[config.mk]
export PLATFORM = sky130hd
export DESIGN_NAME = rr_arb8_flat
export DESIGN_NICKNAME = d
export VERILOG_FILES = /design/src/rtl/rr_arb8_if.sv /design/src/rtl/rr_arb8.sv /design/src/flat_wrapper.sv
export SDC_FILE = /design/constraint.sdc
export NUM_CORES = 1
export LEC_CHECK = 0
export BUFFER_PORTS_ARGS = -buffer_cell sky130_fd_sc_hd__buf_2
export CAP_MARGIN = 20
export CORE_MARGIN = 2
export CORE_UTILIZATION = 59
export DETAILED_ROUTE_END_ITERATION = 12
export PLACE_DENSITY = 0.81
export SLEW_MARGIN = 10
export SYNTH_ARGS = -nofsm -noshare
export SYNTH_HDL_FRONTEND = slang
export SYNTH_SLANG_ARGS = --single-unit
[constraint.sdc]
create_clock -name clk -period 4.95 [get_ports clk]
set_clock_uncertainty 0.1 [all_clocks]
set_input_delay 0.495 -clock clk [delete_from_list [all_inputs] [get_ports clk]]
set_output_delay 0.495 -clock clk [all_outputs]
set_load 0.02 [all_outputs]
[src/rtl/rr_arb8_if.sv]
// Request/grant bundle between the requesting blocks and the rr_arb8 arbiter.
interface rr_arb8_if;
  logic [7:0] req;
  logic [2:0] gidx;
  logic [7:0] gnt;
  logic       valid;

  modport master (output req, input gidx, input gnt, input valid);
  modport slave  (input req, output gidx, output gnt, output valid);
endinterface

[src/rtl/rr_arb8.sv]
// Eight-way round-robin arbiter with a hold limit; drives the decoder select
// index and the matching one-hot grant for a single shared resource.
module rr_arb8 #(
  parameter int unsigned MAXHOLD = 15
) (
  input logic   clk,
  input logic   rst,
  rr_arb8_if.slave bus
);

  localparam int unsigned N  = 8;
  localparam int unsigned IW = 3;
  localparam int unsigned HW = 4;

  typedef enum logic [0:0] {IDLE = 1'b0, BUSY = 1'b1} state_t;

  state_t          state;
  logic [IW-1:0]   ptr;
  logic [HW-1:0]   hcnt;
  logic [IW-1:0]   gidx_q;
  logic [N-1:0]    gnt_q;
  logic            valid_q;

  logic [2*N-1:0]  dbl_c;
  logic [N-1:0]    rot_c;
  logic [IW-1:0]   off_c;
  logic [IW-1:0]   win_c;

  // Rotate requests so bit 0 is the current priority start, then take the lowest set bit.
  always_comb begin
    dbl_c = {bus.req, bus.req};
    rot_c = dbl_c[ptr +: N];
    off_c = '0;
    for (int i = N - 1; i >= 0; i--) begin
      if (rot_c[i]) off_c = IW'(i);
    end
    win_c = ptr + off_c;
  end

  always_ff @(posedge clk) begin
    if (rst) begin
      state   <= IDLE;
      ptr     <= '0;
      hcnt    <= '0;
      gidx_q  <= '0;
      gnt_q   <= '0;
      valid_q <= 1'b0;
    end else begin
      case (state)
        IDLE: begin
          if (|bus.req) begin
            state   <= BUSY;
            gidx_q  <= win_c;
            gnt_q   <= N'(1) << win_c;
            valid_q <= 1'b1;
            hcnt    <= HW'(1);
          end
        end
        BUSY: begin
          // Voluntary or forced release both hand priority to the next index.
          if (!bus.req[gidx_q] || (hcnt == HW'(MAXHOLD))) begin
            state   <= IDLE;
            gnt_q   <= '0;
            valid_q <= 1'b0;
            ptr     <= gidx_q + IW'(1);
          end else begin
            hcnt <= hcnt + HW'(1);
          end
        end
        default: begin
          state   <= IDLE;
          gnt_q   <= '0;
          valid_q <= 1'b0;
        end
      endcase
    end
  end

  assign bus.gidx  = gidx_q;
  assign bus.gnt   = gnt_q;
  assign bus.valid = valid_q;

endmodule

[src/flat_wrapper.sv]
// flat-port wrapper written by rule: the top's interface ports become plain ports
module rr_arb8_flat 
#(
  parameter int unsigned MAXHOLD = 15
)
  (clk, rst, bus_req, bus_gidx, bus_gnt, bus_valid);
  rr_arb8_if bus_i ();
  input logic clk;
  input logic rst;
  input wire logic [$bits(bus_i.req)-1:0] bus_req;
  output wire logic [$bits(bus_i.gidx)-1:0] bus_gidx;
  output wire logic [$bits(bus_i.gnt)-1:0] bus_gnt;
  output wire logic [$bits(bus_i.valid)-1:0] bus_valid;
  assign bus_i.req = bus_req;
  assign bus_gidx = bus_i.gidx;
  assign bus_gnt = bus_i.gnt;
  assign bus_valid = bus_i.valid;
  rr_arb8 #(.MAXHOLD(MAXHOLD)) u_core (.clk(clk), .rst(rst), .bus(bus_i));
endmodule
After elaboration in Yosys (flattened, before gate mapping)
Index checks and enable logic that the tools add are counted.

storage, ports and cells
  bits in registers = 20
  input bits = 10
  word-level logic and storage cells = 46

operators by class
  $lt $le $gt $ge = 1
  shifts and indexed selects = 2
  reduce and logical (&&, ||, !) cells = 7
  add/subtract/negate cells = 3
  equal/unequal tests = 4
  multiplexer cells = 22
  bitwise gates (word level) = 1

operators with widths
  kind                 number
  $mux 3               8
  $mux 8               2
  $pmux 8 s2           1
  $shiftx 16x4->8      1
  $mux 4               2
  $pmux 4 s2           1
  $reduce_and 2->1     4
  $reduce_or 8->1      1
  $shl 1x3->8 const A  1
  $mux 1               5
  $add 4x1->4 const B  1
  $eq 4x4->1 const B   1
  $lt 3x4->1 const B   1
  $ne 2x2->1 const B   2
  $pmux 1 s2           2
  $add 3x1->3 const B  1
  $add 3x3->3          1
  $bmux 1 s3           1
  $ne 2x1->1 const B   1
  $logic_not 1->1      1
  $logic_or 1x1->1     1
  $not 1->1            1

Logic depth before layout (Yosys ltp)
Gate-level depths: netlist (run 1).

  word-level depth = 13
  mapped depth = 16
  gate-level depth less buffers = 13

Worst setup path before layout (run 1)
No wires, ideal clock.

  path kind = register to register
  from = register u_core.ptr[1]
  to = register u_core.gnt_q[6] (netlist: u_core.bus.gnt[6])
  setup slack = 1.759 ns
  path buffers = 3
  arrival time = 3.030 ns
  cell stages (with the launch flop) = 15
  period minus slack after synthesis = 3.191 ns
  cell sequence = dfxtp_1 -> buf_6 -> buf_6 -> buf_2 -> xor2_1 -> mux2_2 -> a2111oi_0 -> o21bai_1 -> nor2_1 -> o31ai_1 -> ha_1 -> inv_1 -> fa_1 -> xnor2_2 -> a32o_1

on the way
  longest elaborated chain between the ends = 13

ends and longest elaborated chain
  what                    RTL line       RTL
  start, declared         rr_arb8.sv:18  logic [IW-1:0] ptr;
  start signal, assigned  rr_arb8.sv:65  ptr <= gidx_q + IW'(1);
  $shiftx 16x4->8         rr_arb8.sv:32  rot_c = dbl_c[ptr +: N];
  $mux 3 (8 in a row)     rr_arb8.sv:35  if (rot_c[i]) off_c = IW'(i);
  $add 3x3->3 *           rr_arb8.sv:37  win_c = ptr + off_c;
  $shl 1x3->8 *           rr_arb8.sv:54  gnt_q <= N'(1) << win_c;
  $mux 8 *                rr_arb8.sv:51  if (|bus.req) begin
  $pmux 8 s2 *            rr_arb8.sv:49  case (state)
  end signal, assigned    rr_arb8.sv:54
  end, declared           rr_arb8.sv:21  logic [N-1:0] gnt_q;

Mark *: on every way between the ends. The rest lies on a longest branch, timed or not. The select of a mux whose other input is x is not followed.
A chain may end at the register's enable or synchronous reset.

Worst setup path in the final report (run 1)
  from = register u_core.ptr[1]
  to = register u_core.gnt_q[3] (netlist: u_core.bus.gnt[3])

The elaborated chain is that of the path after synthesis.

==> results.cfg, run 1 <==
[die]
coreArea_um2 = 2710
num_rows = 19
die_h_um = 57.2
ioPinCount = 22
start_util_pct = 61.5
die_x_um = 57.2
dieArea_um2 = 3270

[grt]
grt_remaining_overflow = 0
grt_max_degree = 37
grt_pass1_wl_mm = 6.31
antenna_found_initial = 0
grt_pass1_vias = 1382
grt_use_total_pct = 23.8

[worst_setup_path]
cp.required_ns = 5.03
crit_arrival_ns = 3.74
ff2ff_path_depth = 12
max_stage_delay_ns = 0.69
reg2reg_from = u_core.ptr[1]$_SDFFE_PP0P_
critPathSlowestCell = dfxtp_1
crit_path_max_fanout = 21
endpoint_kind = flip-flop
ff2ff_setup_slack_ns = 1.29
critPathLaunch = u_core.ptr[1]$_SDFFE_PP0P_
r2r_end = u_core.bus.gnt[3]$_SDFFE_PP0P_
endpoint = u_core.bus.gnt[3]$_SDFFE_PP0P_
start_kind = flip-flop
critPathKind = flip-flop to flip-flop
cp_cell_sequence = buf_8 -> xor2_1 -> mux2_2 -> a2111oi_0 -> o21bai_1 -> nor2_1 -> o31ai_1 -> ha_1 -> inv_1 -> fa_1 -> xnor2_2 -> o21ai_0

[power]
p_sw_share_pct = 36.2
intPower_uw = 343
clock_power_share_pct = 24.6
p_leak_nw = 0.700
pwr-share-comb_pct = 37.6
ir_drop_uv = 246
powerDensity_nw_per_um2 = 304
p_sw_uw = 194
p_seq_share_pct = 37.9
power_uw = 537

[drt]
drt_iter0_drc = 112
drt-total-wl_mm = 3.77
route.vias.total = 1575
drtAntennaViolNets = 0
drc = 0
drt_pass1_iterations = 4
vias_per_cell = 6.45
routedWlPerCell_um = 15.5

[placed_design]
dpl.hpwl_mm = 2.79
gp_congestion = 0.912
dp_slack_ns = 0.950
port_buffers = 21
postPlaceCellArea_um2 = 1700

[synth]
syn_inst = 209
synth_cell_types = 57
yosysMostFrequentCell = nor2_1
synth_commonest_cells = nor2_1, dfxtp_1, nand2_1
synth_top_area_cell = dfxtp_1
yosys-top-cells-area = dfxtp_1, nor2_1, mux2i_1
ys_async_sr_fraction_pct = 0
yosys_warnings = 0
synth_area_um2 = 1670
ys_seq_area_share_pct = 24.0
syn_area_per_cell_um2 = 7.97
synth_nets = 223
synth_top_cell_area_share_pct = 24.0
synth_seq_cells = 20
ys.flop_type = dfxtp_1
synth_enable_flop_cells = 0

[clock_tree]
cts_max_level = 1
post-cts-setup-buffer-count = 0
cts-resized-gates = 0
clock_sinks = 20
hold_buffers = 0
clk_latency_ns = 0.30
cts_root_buf = clkbuf_4
tritoncts = done
clkTransAtPathRegs_ns = 0.11
clockBufferDepth = 2
cts_buffers = 3

[timing]
worstMarginPinSlew_ns = 0.908
timing.final.ws_setup_ns = 1.29
finalSetupTns_ns = 0
hold_viol_final = 0
fin_crit_ns = 3.66
setup_viol = 0
max_freq_mhz = 273
slew_headroom_pct = 39.4
period_share_pct = 74.0
maxSlewViolCount = 0
grt_setup_unrepaired = false
whs_ns = 0.350

[outcome]
run_status = complete, no violations

[final_layout]
finalInstanceArea_um2 = 1770
final_nets = 228
area_delta_synth_final_pct = 5.93
drive_gt1_share_pct = 19.7
antenna-diode-count = 0

[job]
cap_violations = 0

[hold_path]
hold_class = flip-flop to flip-flop
==> power groups by stage <==
stage               logic, mW  clock network [mW]  registers [mW]
global placement        0.187                   0           0.209
CTS                     0.194               0.134           0.207
global route            0.222               0.141           0.207
finish                  0.202               0.132           0.203
detailed placement      0.193                   0           0.211
floorplan               0.156                   0           0.208
==> critical path: cells and delay by family (launching register included) <==
| kind | cells | cell delay [ns] |
|---|---|---|
| xor+xnor | 2 | 0.56 |
| buf+inv | 2 | 0.29 |
| simple gates | 1 | 0.07 |
| compound gates | 4 | 0.88 |
| flops | 1 | 0.69 |
| mux | 1 | 0.35 |
| fa+ha+maj | 2 | 0.58 |
==> per-stage QoR <==
stage | util, % | std cells
after floorplan | - | 209
after global placement | 62.6 | 239
after detailed placement | 62.6 | 239
after CTS | 64.6 | 243
after global routing | 65.1 | 244
final | 65.1 | 244
==> routing by layer <==
| layer | track usage [%] | share of wire (%) | up-vias |
|---|---|---|---|
| li1 | - | - | 777 |
| met1 | 35.8 | 48 | 738 |
| met2 | 35.8 | 46 | 54 |
| met3 | 3.40 | 5.6 | 6 |
| met4 | 6.31 | 0.98 | 0 |
| met5 | 0 | 0 | - |
==> area by class of cell <==
| class | instances | area, um2 |
|---|---|---|
| Multi-Input combinational cell | 158 | 1120 |
| Fill cell | 239 | 945 |
| Sequential cell | 20 | 400 |
| Timing Repair Buffer | 23 | 128 |
| Tap cell | 31 | 38.8 |
| Clock inverter | 1 | 30.0 |
| Inverter | 8 | 30.0 |
| Clock buffer | 3 | 22.5 |
==> cell families after synthesis <==
family                   Yosys count  share of synthesized area [%]
multiplexers                      16                           12.3
flip-flops                        20                           24.0
buffers and inverters             31                           9.01
adder cells (fa/ha/maj)            4                           3.45
XOR/XNOR                           5                           3.08
AO/OA/AOI/OAI                     58                           26.2
AND/OR/NAND/NOR                   75                           21.9
==> flip-flops by register name (all words and copies together), names as in the netlist <==
name and flops:
u_core.bus.gidx 3, u_core.bus.gnt 8, u_core.bus.valid 1, u_core.hcnt 4
u_core.ptr 3, u_core.state 1
==> cell usage in the layout, fill, tap and decap left out, drive strengths merged, types with 3 or more instances in the layout <==
master and instances:
buf 23, a32o 3, nor4b 3, ha 3, nor3 3, nor2 29, inv 8, mux2i 7
nor4 4, nand2 17, clkbuf 3, o31ai 3, o221ai 3, a211oi 5, xor2 3, a31oi 3
and2 4, a22o 3, nand2b 4, dfxtp 20, mux2 6, mux4 3, a21oi 12, o21ai 7
==> worst min-delay path by stage <==
stage,cells after the start,slack [ns],end,startpoint
2_1_floorplan,1,0.37,u_core.hcnt[0]$_SDFFE_PP0P_,u_core.hcnt[0]$_SDFFE_PP0P_
3_3_place_gp,2,0.33,u_core.bus.gnt[3]$_SDFFE_PP0P_,u_core.bus.gnt[3]$_SDFFE_PP0P_
3_5_place_dp,2,0.34,u_core.bus.gnt[2]$_SDFFE_PP0P_,u_core.bus.gnt[2]$_SDFFE_PP0P_
4_1_cts,2,0.35,u_core.bus.gnt[2]$_SDFFE_PP0P_,u_core.bus.gnt[2]$_SDFFE_PP0P_
5_1_grt,2,0.38,u_core.bus.gnt[1]$_SDFFE_PP0P_,u_core.bus.gnt[1]$_SDFFE_PP0P_
6_report,2,0.35,u_core.bus.gnt[2]$_SDFFE_PP0P_,u_core.bus.gnt[2]$_SDFFE_PP0P_
Power figures use the tool's default switching activity.
==> run 2: changes to the inputs <==
--- a/config.mk
+++ b/config.mk
@@ -8,9 +8,9 @@
 export BUFFER_PORTS_ARGS = -buffer_cell sky130_fd_sc_hd__buf_2
 export CAP_MARGIN = 20
 export CORE_MARGIN = 2
-export CORE_UTILIZATION = 59
+export CORE_UTILIZATION = 52
 export DETAILED_ROUTE_END_ITERATION = 12
-export PLACE_DENSITY = 0.81
+export PLACE_DENSITY = 0.76
 export SLEW_MARGIN = 10
 export SYNTH_ARGS = -nofsm -noshare
 export SYNTH_HDL_FRONTEND = slang
==> constraint.sdc (replaced) <==
create_clock -name clk -period 3.1 [get_ports clk]
set_clock_uncertainty 0.1 [all_clocks]
set_input_delay 0.31 -clock clk [delete_from_list [all_inputs] [get_ports clk]]
set_output_delay 0.31 -clock clk [all_outputs]
set_load 0.02 [all_outputs]
==> run 2 against run 1 <==
Effect of this change: hold slack got worse by 0.11 ns; non-clock buffer count grew 25; count of clock-buffer cells in the layout is the same; die area increased by 12%; final cell count grew 16%; critical endpoint is now u_core.bus.gnt[7]$_SDFFE_PP0P_; largest cell class unchanged; largest power group is now combinational logic; highest routed layer unchanged.
==> results.cfg, run 2 (synthesized netlist as in run 1, its figures left out) <==
[outcome]
run_status = complete, no violations

[placed_design]
dpl.hpwl_mm = 3.11
port_buffers = 21
gp_congestion = 0.975

[worst_setup_path]
endpoint_kind = flip-flop
critPathKind = flip-flop to flip-flop
cp_cell_sequence = buf_6 -> nand2_4 -> o221ai_2 -> o21ai_2 -> a2111oi_2 -> o21bai_4 -> nor2_2 -> o31ai_2 -> ha_2 -> inv_2 -> fa_2 -> nor2b_2 -> a32o_1
cp.required_ns = 3.20
critPathSlowestCell = fa_2
crit_arrival_ns = 3.13
crit_family = compound AO/OA/AOI/OAI gates
max_stage_delay_ns = 0.60
crit_path_max_fanout = 6
path_buf_inv = 2
start_kind = flip-flop

[timing]
setup_viol = 0
hold_viol_final = 0
worstMarginPinSlew_ns = 0.902
maxSlewViolCount = 0
max_freq_mhz = 330
fin_crit_ns = 3.03
whs_ns = 0.235
slew_headroom_pct = 39.6
period_share_pct = 97.9
grt_setup_unrepaired = true

[die]
coreArea_um2 = 3050
die_h_um = 60.6
num_rows = 20
dieArea_um2 = 3670
ioPinCount = 22
die_x_um = 60.6
start_util_pct = 54.6

[final_layout]
final_nets = 253
largest_reg_flops = 8
final_cell_mix = nor2_1, buf_4, buf_2
multiInputGateArea_um2 = 1230
fillers = 245
antenna-diode-count = 0
area_delta_synth_final_pct = 27.3
drive_gt1_share_pct = 38.7
regArea_um2 = 408

[clock_tree]
clock_sinks = 20
cts_max_level = 1
clockBufferDepth = 2
cts_buffers = 3
clk_latency_ns = 0.30
cts_root_buf = clkbuf_4
tritoncts = done
clkTransAtPathRegs_ns = 0.12

[power]
p_leak_nw = 0.860
powerDensity_nw_per_um2 = 451
ir_drop_uv = 346
power_uw = 956

[drt]
vias_per_cell = 6.20
drt_pass1_iterations = 4
drt-total-wl_mm = 4.67
drt_iter0_drc = 126
drtAntennaViolNets = 0
drc = 0
route.vias.total = 1748
routedWlPerCell_um = 16.6

[grt]
grt_pass1_vias = 1556
antenna_found_initial = 0
grt_max_degree = 16
grt_remaining_overflow = 0
grt_use_total_pct = 24.9
grt_pass1_wl_mm = 7.00

[hold_path]
hold_class = input pin to flip-flop

[job]
cap_violations = 0
==> run 2: changes by cell type in the layout (fill, tap and decap cells not counted), sizes merged <==
cell	previous run	this run
clkbuf	3	4
buf	23	47
==> run 2: what timing repair did <==
| action | 4_1_cts | 5_1_grt |
|---|---|---|
| pin swaps | 0 | 13 |
| cloned | 0 | 1 |
| hold buffers | 0 | 0 |
| gates resized for setup | 4 | 29 |
| setup buffers | 0 | 6 |
| setup endpoints to repair | 9 | 9 |
==> run 2: final cells by class <==
cell class,instances,share of cell area (%)
Clock buffer,3,1.06
Timing Repair Buffer,48,16.3
Sequential cell,20,19.2
Inverter,8,1.42
Multi-Input combinational cell,158,58.0
Tap cell,44,2.60
Clock inverter,1,1.42
==> run 2: power by group <==
group,switching [mW],internal (mW),total [mW]
Clock,0.0833,0.131,0.214
Sequential,0.0303,0.283,0.314
Combinational,0.239,0.189,0.429
==> run 2: path summary, 6_finish.rpt <==
path                                   from  slack [ns]  cells past startpoint                        endpoint
max              u_core.ptr[1]$_SDFFE_PP0P_        0.07                     13  u_core.bus.gnt[7]$_SDFFE_PP0P_
min                                     rst        0.24                      2      u_core.ptr[0]$_SDFFE_PP0P_
max reg2reg      u_core.ptr[1]$_SDFFE_PP0P_        0.07                     13  u_core.bus.gnt[7]$_SDFFE_PP0P_
min reg2reg  u_core.bus.gnt[1]$_SDFFE_PP0P_        0.35                      2  u_core.bus.gnt[1]$_SDFFE_PP0P_
==> run 2: worst reg2reg max path, stage by stage (launching register included) <==
cell and delay (ns):
dfxtp_4 0.41, buf_6 0.13, nand2_4 0.05, o221ai_2 0.20, o21ai_2 0.08, a2111oi_2 0.35
o21bai_4 0.18, nor2_2 0.06, o31ai_2 0.23, ha_2 0.21, inv_2 0.03, fa_2 0.60
nor2b_2 0.07, a32o_1 0.21
==> run 2: per-stage QoR <==
stage / cells / cell area, um2 / util (%) / setup TNS, ns / worst slack (ns)
floorplan: 209 / 1690 / - / 0 / 0.00757
global placement: 271 / 1880 / 61.6 / -0.116 / -0.0330
detailed placement: 271 / 1880 / 61.6 / -0.355 / -0.0829
CTS: 275 / 1950 / 63.9 / 0 / 0.0278
global route: 282 / 2120 / 69.5 / -0.474 / -0.0973
finish: 282 / 2120 / 69.5 / 0 / 0.0657
==> run 2: per-layer routing <==
layer / global-route usage, % / vias to the layer above / share of wire [%]
met5: 0 / - / 0
met4: 6.83 / 0 / 2.8
met3: 5.54 / 16 / 6.4
met2: 42.7 / 94 / 50
met1: 31.4 / 811 / 41
li1: - / 827 / -
==> run 3: changes to the inputs <==
--- a/config.mk
+++ b/config.mk
@@ -8,9 +8,10 @@
 export BUFFER_PORTS_ARGS = -buffer_cell sky130_fd_sc_hd__buf_2
 export CAP_MARGIN = 20
 export CORE_MARGIN = 2
-export CORE_UTILIZATION = 52
+export CORE_UTILIZATION = 54
+export CTS_BUF_LIST = sky130_fd_sc_hd__clkbuf_4
 export DETAILED_ROUTE_END_ITERATION = 12
-export PLACE_DENSITY = 0.76
+export PLACE_DENSITY = 0.88
 export SLEW_MARGIN = 10
 export SYNTH_ARGS = -nofsm -noshare
 export SYNTH_HDL_FRONTEND = slang
==> run 3 against run 2 <==
Effect of this change: critical path type unchanged; global-route usage down 2.1 points; maximum frequency down 1.8%; final cell count down 3.5%; highest routed layer unchanged.
==> results.cfg, run 3 (synthesized netlist as in run 1, its figures left out) <==
[final_layout]
antenna-diode-count = 0
final_nets = 255
final_cells = 272
final_cell_mix = nor2_1, buf_4, buf_2
drive_gt1_share_pct = 37.7
multiInputGateArea_um2 = 1250
area_delta_synth_final_pct = 25.2
largest_reg_flops = 8
regArea_um2 = 408
fillers = 222
finalInstanceArea_um2 = 2090

[clock_tree]
cts_root_buf = clkbuf_4
clockBufferDepth = 2
clock_sinks = 20
cts_max_level = 1
clk_latency_ns = 0.30
cts_buffers = 3
tritoncts = done
clkTransAtPathRegs_ns = 0.11

[power]
p_leak_nw = 0.855
ir_drop_uv = 414
p_sw_share_pct = 39.7
intPower_uw = 523
p_sw_uw = 344
p_seq_share_pct = 36.2
pwr-share-comb_pct = 49.8
powerDensity_nw_per_um2 = 415
clock_power_share_pct = 14.0

[die]
dieArea_um2 = 3550
die_x_um = 59.6
start_util_pct = 55.5
ioPinCount = 22
coreArea_um2 = 3000
die_h_um = 59.6
num_rows = 20

[drt]
drt_iter0_drc = 70
drt_pass1_iterations = 4
drtAntennaViolNets = 0
vias_per_cell = 6.32
routedWlPerCell_um = 16.2
route.vias.total = 1719
drt-total-wl_mm = 4.42
drc = 0

[timing]
period_share_pct = 99.7
maxSlewViolCount = 0
fin_crit_ns = 3.09
setup_viol = 0
grt_setup_unrepaired = true
worstMarginPinSlew_ns = 0.802
slew_headroom_pct = 46.3
hold_viol_final = 0
max_freq_mhz = 323
timing.final.ws_setup_ns = 0.00855

[grt]
grt_pass1_vias = 1411
grt_pass1_wl_mm = 6.34
grt_max_degree = 20
grt_remaining_overflow = 0
antenna_found_initial = 0
grt_use_total_pct = 22.8

[job]
cap_violations = 0

[placed_design]
numPlacedInstances = 267
dp_slack_ns = -0.201
postPlaceCellArea_um2 = 1910
gp_congestion = 1.02
dpl.hpwl_mm = 2.94
port_buffers = 21

[worst_setup_path]
start_kind = flip-flop
crit_arrival_ns = 3.18
endpoint_kind = flip-flop
ff2ff_path_depth = 13
cp.required_ns = 3.19
crit_path_max_fanout = 6
critPathKind = flip-flop to flip-flop

[hold_path]
holdPathStages = 2
hold_class = input pin to flip-flop

[outcome]
run_status = complete, no violations
[run 3: changes by cell type in the layout (fill, tap and decap cells not counted), sizes merged]
cell,previous run,this run
bufinv,1,0
buf,47,50
clkbuf,4,3
[run 3: per-stage QoR]
step           hold slack [ns]  setup TNS [ns]  utilization (%)  total power [mW]
3_3_place_gp             0.333           -1.14             63.5             0.683
4_1_cts                  0.197               0             65.0             0.817
6_report                 0.203               0             69.5             0.866
2_1_floorplan            0.372               0                -             0.588
5_1_grt                  0.211          -0.567             69.5             0.918
3_5_place_dp             0.341           -1.64             63.5             0.691
[run 3: repair_timing]
action / CTS / global route
pin swaps: 0 / 2
hold buffers: 0 / 0
setup buffers: 0 / 2
endpoints found under the setup margin: 10 / 10
gates resized for setup: 6 / 30
[run 3: worst max-delay path, stage by stage (launching register included)]
cell and delay [ns]:
dfxtp_4 0.39, buf_6 0.14, buf_4 0.14, nand2_1 0.07, o21ai_2 0.08, a2111oi_2 0.41, o21bai_4 0.20, nor2_2 0.05
o31ai_2 0.21, ha_2 0.21, inv_2 0.04, fa_2 0.61, nor2_2 0.06, a32o_1 0.27
[run 3: area by class of cell]
type	instances	share of cell area [%]
multi-input combinational	158	59.7
clock buffer	3	1.08
sequential	20	19.6
tap	33	1.98
inverter	8	1.44
timing repair buffer	50	16.2
[run 3: power by group through the flow]
stage	registers (mW)	logic (mW)	clock network, mW
after floorplan	0.332	0.256	0
after global placement	0.317	0.366	0
after detailed placement	0.319	0.371	0
after CTS	0.313	0.380	0.124
after global routing	0.316	0.470	0.132
final	0.313	0.432	0.121
[run 3: worst paths after layout]
check | start | to | slack (ns)
setup reg to reg | u_core.ptr[1]$_SDFFE_PP0P_ | u_core.bus.gnt[6]$_SDFFE_PP0P_ | 0.009
hold / removal | rst | u_core.bus.gidx[0]$_SDFFE_PP0P_ | 0.20
setup / recovery | u_core.ptr[1]$_SDFFE_PP0P_ | u_core.bus.gnt[6]$_SDFFE_PP0P_ | 0.009
hold reg to reg | u_core.bus.gnt[1]$_SDFFE_PP0P_ | u_core.bus.gnt[1]$_SDFFE_PP0P_ | 0.35
[run 3: metal layers]
metal  vias up  global-route usage [%]  wire, um
met5         -                       0         0
met4         0                    4.44        53
met3         8                    4.59       239
met2        64                    34.2      2110
met1       824                    34.0      2010
li1        823                       -         -
